**config.mk**
```make
export PLATFORM = sky130hd
export DESIGN_NAME = pattern_serializer
export DESIGN_NICKNAME = d
export VERILOG_FILES = /design/src/rtl/pattern_serializer.sv
export SDC_FILE = /design/constraint.sdc
export NUM_CORES = 1
export LEC_CHECK = 0
export ABC_AREA = 1
export CORE_ASPECT_RATIO = 1.4
export CORE_MARGIN = 1
export CORE_UTILIZATION = 52
export DETAILED_ROUTE_END_ITERATION = 10
export GPL_TIMING_DRIVEN = 0
export PLACE_DENSITY = 0.79
export SYNTH_ARGS = -nofsm -noshare
export SYNTH_HDL_FRONTEND = slang
export SYNTH_SLANG_ARGS = --single-unit
```
**constraint.sdc**
```tcl
create_clock -name clk -period 1.91 [get_ports clk]
set_clock_uncertainty 0.2 [all_clocks]
set_input_delay 0.4775 -clock clk [delete_from_list [all_inputs] [get_ports clk]]
set_output_delay 0.4775 -clock clk [all_outputs]
set_load 0.1 [all_outputs]
```
**src/rtl/pattern_serializer.sv**
```systemverilog
// Parallel-to-serial feeder: accepts words over valid/ready and shifts them out one bit
// per cycle on d_out/valid_o, with a one-word holding register for bubble-free streaming.
module pattern_serializer #(
    parameter int DATA_W    = 8,
    parameter bit MSB_FIRST = 1'b1,
    parameter int CNT_W     = 16
) (
    input  logic              clk,
    input  logic              rst,
    input  logic [DATA_W-1:0] word_i,
    input  logic              word_valid_i,
    output logic              word_ready_o,
    input  logic              en_i,
    output logic              d_out,
    output logic              valid_o,
    output logic              busy_o,
    output logic [CNT_W-1:0]  word_cnt_o
);

    localparam int BW = $clog2(DATA_W);
    localparam logic [BW-1:0] LAST_BIT = BW'(DATA_W - 1);

    typedef enum logic {
        IDLE  = 1'b0,
        SHIFT = 1'b1
    } state_t;

    state_t             state_q;
    logic [DATA_W-1:0]  shift_q;
    logic [BW-1:0]      bit_cnt_q;
    logic [DATA_W-1:0]  hold_q;
    logic               hold_full_q;
    logic [CNT_W-1:0]   cnt_q;

    logic              active;
    logic              consume;
    logic              last_bit;
    logic              accept;
    logic              out_bit;
    logic [DATA_W-1:0] shifted;

    // Handshake: a word transfers at a rising edge where word_valid_i and word_ready_o are
    // both high; a serial bit transfers at every rising edge where valid_o is high.
    always_comb begin
        active   = (state_q == SHIFT);
        consume  = active && en_i;
        last_bit = consume && (bit_cnt_q == LAST_BIT);
        accept   = word_valid_i && !hold_full_q;
        out_bit  = MSB_FIRST ? shift_q[DATA_W-1] : shift_q[0];
        shifted  = MSB_FIRST ? (shift_q << 1) : (shift_q >> 1);
    end

    always_ff @(posedge clk or negedge rst) begin
        if (!rst) begin
            state_q     <= IDLE;
            shift_q     <= '0;
            bit_cnt_q   <= '0;
            hold_q      <= '0;
            hold_full_q <= 1'b0;
            cnt_q       <= '0;
        end else begin
            if (consume) begin
                if (last_bit) begin
                    cnt_q     <= cnt_q + 1'b1;
                    bit_cnt_q <= '0;
                    // Held word takes priority; a new word can only arrive when hold is empty.
                    if (hold_full_q) begin
                        shift_q     <= hold_q;
                        hold_full_q <= 1'b0;
                    end else if (accept) begin
                        shift_q <= word_i;
                    end else begin
                        state_q <= IDLE;
                    end
                end else begin
                    shift_q   <= shifted;
                    bit_cnt_q <= bit_cnt_q + 1'b1;
                end
            end

            if (accept && !active) begin
                state_q   <= SHIFT;
                shift_q   <= word_i;
                bit_cnt_q <= '0;
            end

            if (accept && active && !last_bit) begin
                hold_q      <= word_i;
                hold_full_q <= 1'b1;
            end
        end
    end

    assign word_ready_o = !hold_full_q;
    assign d_out        = active ? out_bit : 1'b0;
    assign valid_o      = consume;
    assign busy_o       = active || hold_full_q;
    assign word_cnt_o   = cnt_q;

endmodule
```
==> results by group, run 1 <==
Status
  • Status: finished clean

Routing
  • Antenna violation net count after detailed routing: 0
  • Drt initial violations: 47
  • DRC Markers: 0
  • Via density: 5.22
  • Met3 WL: 129 um
  • Final WL: 4.26 mm
  • Met2 wire len: ~2.3 mm
  • Top sig layer: met4
  • Vias post-DR: between 1500 and 2000
  • WL met1: ~1.8 mm
  • Drt pass-1 iters: 4
  • Wire per inst: 13.2 um

Placement
  • Placed Area: 0.00226 mm^2
  • Post-place setup slack: -1140 ps
  • IO buf count: 31
  • Global placer's final weighted congestion: ~0.83
  • Dpl cells: 311
  • Detail Placement HPWL: 2.80 mm

Yosys
  • Yosys warnings: 0
  • Avg Cell Area, Syn: 7.77 um^2
  • Synth Cell Area: 0.00187 mm^2
  • Synth Register Bits: 37
  • Post-synthesis cell type count: 23
  • Sequential share of the synthesized area: 49.6%
  • Syn Inst Count: 240
  • Syn_nets: between 200 and 300

Die
  • Starting density of the core: 54.7%
  • I/O pins: 32
  • # rows: 25
  • Die Width: 52.6 um
  • Die height: 72.9 um
  • Die footprint: 0.00383 mm^2
  • Core footprint: 0.00341 mm^2

Critical path
  • Critical path type: in2out
  • CP cell instances: dlygate4sd2_1 -> nand2_2 -> clkinvlp_4 -> buf_12
  • Slowest cell on crit path: dlygate4sd2_1
  • Critical Path End Type: output port
  • Crit path launch type: primary input
  • Highest cell delay on the worst timing path: ~290 ps
  • Crit-path max FO: 3
  • CP Data Required Time: around 1200 ps
  • Crit path DAT: 1220 ps

Global routing
  • Vias in the first global route: around 1600
  • GRT Total Usage: 24.0%
  • First-pass GRT wire length: approximately 6.8 mm
  • Initial antenna violation count: 0
  • Gr ovfl total: 0
  • Largest net degree at the start of global routing: 38

STA
  • Max-slew violation count: 0
  • Max Clk Rate: 528 MHz
  • Slew HR: between 40% and 50%
  • Final setup violation count: 0
  • Setup TNS Final: 0 ps
  • Post-route minimum period: 1890 ps
  • Final hold vios: 0
  • RSZ-0062 raised after global routing: yes
  • Worst-Margin Slew: 825 ps
  • Fin worst setup slack: between 15 and 20 ps
  • Period Utilization, post-route: 99.1%
  • Hold Slack: about 84 ps

Clock tree
  • CTS tree: built
  • Htree depth: 2
  • Root Buffer Master: clkbuf_8
  • Maximum clock path buffer count: 2
  • CTS Sinks: 37
  • Cts hold-fix bufs: 0
  • Clock Latency Late Sink: 290 ps
  • Cts bufs inserted: 5
  • Clock transition at the registers of the reported paths: approximately 70 ps

Final layout
  • Commonest non-fill, non-tap cell in the layout: nand2_1
  • Most frequent cells in the layout: nand2_1 (79), inv_1 (26), dfrtp_1 (24), nand3_1 (22), o21ai_0 (18)
  • Synthesis-to-layout area growth: 29.9%
  • Nets@finish: 296
  • Fin area: 0.00242 mm^2
  • Fill cell count: around 280
  • Final core occ: 71.1%
  • Layout Cells excl Fill: 322
  • Antenna diodes: 0
  • Ratio of cells with drive above 1 in the final layout: about 25%

Pwr
  • Total power: 2.98 mW
  • Worst IR Drop VDD: 0.000980 V
  • PD cells: 1230 mW/mm^2
  • Leakage power: 1.24 nW

Worst hold path
  • Hold Path Class: in2async

Job
  • Max-Cap Viols: 0
-- power by group --
| group | internal, mW | switching (mW) | leakage (nW) | total [mW] |
|---|---|---|---|---|
| clock network | 0.326 | 0.278 | 0.0542 | 0.605 |
| registers | 1.00 | 0.157 | 0.452 | 1.16 |
| logic | 0.381 | 0.833 | 0.733 | 1.21 |
-- final timing paths --
kind | start | end | slack, ps | cells past startpoint
max reg2reg | bit_cnt_q[0] | shift_q[1] | 80 | 8
min in group clk | shift_q[7] | shift_q[7] | 280 | 2
max | en_i | valid_o | 20 | 4
max in group asynchronous | rst | word_cnt_o[2] | 850 | 1
min reg2reg | shift_q[7] | shift_q[7] | 280 | 2
min | rst | bit_cnt_q[1] | 80 | 1
-- layout make-up --
class | count | area (um^2) | area share (%)
clock inverters | 1 | 5.00 | 0.207
well taps | 40 | 50.0 | 2.07
multi-input cells | 168 | 905 | 37.3
plain buffers | 3 | 23.8 | 0.981
clock buffers | 7 | 96.3 | 3.98
repair buffers | 35 | 282 | 11.6
flip-flops and latches | 37 | 942 | 38.9
inverters | 31 | 120 | 4.96
-- cell usage after synthesis --
| cell | instances | area, um^2 |
|---|---|---|
| nand3_1 | 23 | 115 |
| xor2_1 | 7 | 61.3 |
| o21ai_2 | 1 | 8.76 |
| nor3_2 | 1 | 10.0 |
| nor3_1 | 2 | 10.0 |
| inv_1 | 28 | 105 |
| nand2_1 | 83 | 312 |
| xnor2_1 | 4 | 35.0 |
| o22ai_1 | 1 | 6.26 |
| buf_2 | 2 | 10.0 |
| nand4_1 | 2 | 12.5 |
| a21oi_1 | 2 | 10.0 |
| a21oi_2 | 1 | 8.76 |
| nor2_2 | 1 | 6.26 |
| inv_2 | 3 | 11.3 |
| nand3_2 | 1 | 10.0 |
| clkbuf_1 | 1 | 3.75 |
| nand3b_1 | 1 | 7.51 |
| dfrtp_1 | 37 | 926 |
| o21ai_0 | 18 | 90.1 |
| ha_1 | 3 | 37.5 |
| nor2_1 | 17 | 63.8 |
| clkbuf_2 | 1 | 5.00 |
-- cells by family (layout without fill, tap and decap cells) --
family / count (synthesis) / in the layout / synth area share, %
buffers and inverters: 35 / 77 / 7.24
xor gates and xnor gates: 11 / 11 / 5.16
and+or+nand+nor: 131 / 131 / 29.3
DFF: 37 / 37 / 49.6
adders and majority gates: 3 / 3 / 2.01
AOI/OAI and AO/OA: 23 / 23 / 6.64
-- metal layers --
metal	GRT usage [%]	up-vias
met2	43.6	32
li1	-	834
met3	5.63	6
met5	0	-
met1	26.7	809
met4	8.19	0
-- critical path, delay by kind of cell --
kind	cells	cell delay, ps
buffers and inverters	3	610
and+or+nand+nor	1	130
-- what timing repair did --
item	in CTS	in global routing
buffers inserted	0	4
endpoints found under the hold margin	0	0
gates cloned	0	0
resized for setup	112	22
pin swaps	0	8
setup endpoints to repair	37	32
-- state kept, by name (all words and copies together) (netlist names) --
name and count:
hold_full_q 1, bit_cnt_q 3, hold_q 8, word_cnt_o 16, active 1, shift_q 8
(Power assumes the default switching activity.)
==> run 2, diff against run 1 <==
Settings changed: CORE_UTILIZATION 52 to 40, PLACE_DENSITY 0.79 to 0.72.
==> run 2 against run 1 <==
Combinational power hardly changed. Die area rose by 29%. Sequential power is essentially flat. Highest routed layer unchanged.
==> results by group, run 2 (synthesis results as in run 1) <==
Placement
  • Post-place setup slack: -1140 ps (-2.96 ps)
  • Detail Placement HPWL: 2.91 mm (+3.9%)
  • IO buf count: 31 (unchanged)
  • Global placer's final weighted congestion: 0.812 (-2.1%)

Routing
  • Vias post-DR: 1682 (+0.059%)
  • Wire per inst: 12.7 um (-4.2%)
  • Final WL: 4.40 mm (+3.2%)
  • Via density: 4.85 (-7.1%)
  • Antenna violation net count after detailed routing: 0 (unchanged)
  • Drt pass-1 iters: 4 (unchanged)
  • Drt initial violations: 54 (+15%)
  • DRC Markers: 0 (unchanged)

Final layout
  • Most frequent cells in the layout: nand2_1 (79), inv_1 (26), dfrtp_1 (25), nand3_1 (21), buf_2 (19)
  • Area of the multi-input gates: 910 um^2 (+0.55%)
  • Final core occ: 54.2% (-17 points)
  • Nets@finish: 299 (+1.0%)
  • Sequential Area: 941 um^2 (-0.13%)
  • Antenna diodes: 0 (unchanged)
  • Ratio of cells with drive above 1 in the final layout: 25.3% (+0.44 points)
  • Fill cell count: 431 (+52%)
  • Max FFs per register: 16 (unchanged)
  • Commonest non-fill, non-tap cell in the layout: nand2_1
  • Synthesis-to-layout area growth: 30.8%

STA
  • Final hold vios: 0 (unchanged)
  • Hold Slack: 72.7 ps (-11.4 ps)
  • Post-route minimum period: 1880 ps (-8.52 ps)
  • Worst-Margin Slew: 813 ps (-11.2 ps)
  • Max Clk Rate: 531 MHz (+0.45%)
  • Slew HR: 45.8% (+0.75 points)
  • Fin worst setup slack: 25.5 ps (+8.52 ps)
  • Final setup violation count: 0 (unchanged)
  • Max-slew violation count: 0 (unchanged)
  • Period Utilization, post-route: 98.7% (-0.45 points)

Worst hold path
  • Hold Path Class: in2async

Clock tree
  • Clock transition at the registers of the reported paths: 80 ps (about the same)
  • Cts bufs inserted: 5 (unchanged)
  • Cts hold-fix bufs: 0 (unchanged)
  • Root Buffer Master: clkbuf_8
  • Clock Latency Late Sink: 290 ps (about the same)
  • CTS Sinks: 37 (unchanged)
  • CTS tree: built
  • Maximum clock path buffer count: 2 (unchanged)
  • Htree depth: 2 (unchanged)

Critical path
  • Crit path DAT: 1210 ps (about the same)
  • Slowest cell on crit path: dlygate4sd2_1
  • Critical path type: in2out
  • Crit path launch type: primary input
  • Highest cell delay on the worst timing path: 290 ps (about the same)
  • Family with the most delay on the worst path: buffers and inverters
  • CP Data Required Time: 1230 ps (about the same)
  • CP cell instances: dlygate4sd2_1 -> nand2_2 -> clkinvlp_4 -> buf_12
  • Crit-path max FO: 3 (unchanged)
  • Critical Path End Type: output port
  • Buf+Inv Stages, Crit Path: 3 (unchanged)

Global routing
  • First-pass GRT wire length: 7.57 mm (+12%)
  • Largest net degree at the start of global routing: 38 (unchanged)
  • Vias in the first global route: 1668 (+6.9%)
  • Initial antenna violation count: 0 (unchanged)
  • Gr ovfl total: 0 (unchanged)
  • GRT Total Usage: 19.9% (-4.1 points)

Die
  • Starting density of the core: 41.5% (-13 points)
  • Core footprint: 0.00450 mm^2 (+32%)
  • Die height: 82.8 um (+14%)
  • I/O pins: 32 (unchanged)
  • Die footprint: 0.00494 mm^2 (+29%)
  • # rows: 29 (+16%)
  • Die Width: 59.7 um (+13%)

Job
  • Max-Cap Viols: 0 (unchanged)

Pwr
  • Leakage power: 1.23 nW (-0.41%)
  • Worst IR Drop VDD: 0.000710 V (-28%)
  • PD cells: 1190 mW/mm^2 (-3.2%)
  • Total power: 2.90 mW (-2.6%)

Status
  • Status: finished clean
==> run 2: cell types whose count changed in the layout (fill, tap and decap cells not counted), sizes merged <==
cell	delta
clkdlybuf4s18	-1
buf	+5
clkinv	-1
==> run 2: worst paths after layout <==
kind	cells after the start	to	slack [ps]	startpoint
setup / recovery	4	valid_o	30	en_i
hold / removal	1	word_cnt_o[9]	70	rst
setup reg to reg	8	shift_q[3]	70	bit_cnt_q[0]
hold reg to reg	2	hold_q[1]	290	hold_q[1]
max in group asynchronous	1	word_cnt_o[4]	860	rst
min in group clk	2	hold_q[1]	290	hold_q[1]
==> run 2: layout make-up <==
cell class	instances	area share, %
multi-input combinational	168	37.3
timing repair buffer	37	11.7
sequential	37	38.6
tap	62	3.18
buffer	4	1.03
clock buffer	8	3.28
inverter	31	4.92
==> run 2: worst reg2reg max path: stages (launching register included) <==
cell	delay [ps]
dfrtp_1	390
ha_2	210
ha_4	170
nand3_4	150
nor2_4	70
buf_4	150
a21oi_4	260
nand3_1	110
nand2_1	80
==> run 2: repair_timing <==
item | 4_1_cts | 5_1_grt
resized for setup | 115 | 23
endpoints found under the setup margin | 37 | 30
pin swaps | 0 | 4
buffers inserted | 1 | 5
==> run 2: metal layers <==
metal | track usage [%] | vias up | share of wire, %
li1 | - | 840 | -
met1 | 24.0 | 798 | 43
met2 | 33.4 | 36 | 52
met3 | 4.83 | 8 | 3.4
met4 | 7.19 | 0 | 2.1
met5 | 0 | - | 0
==> run 2: through the flow <==
stage / area, um^2 / instances / setup TNS [ps]
2_1_floorplan: 1910 / 240 / 0
3_3_place_gp: 2300 / 333 / -43230
3_5_place_dp: 2290 / 333 / -16130
4_1_cts: 2350 / 342 / -119
5_1_grt: 2440 / 347 / -31.3
6_report: 2440 / 347 / 0
==> run 2: where the power goes <==
group          internal (mW)  switching [mW]  total, mW
registers               1.00           0.146       1.15
logic                  0.374           0.853       1.23
clock network          0.259           0.267      0.527
total                   1.63            1.27       2.90
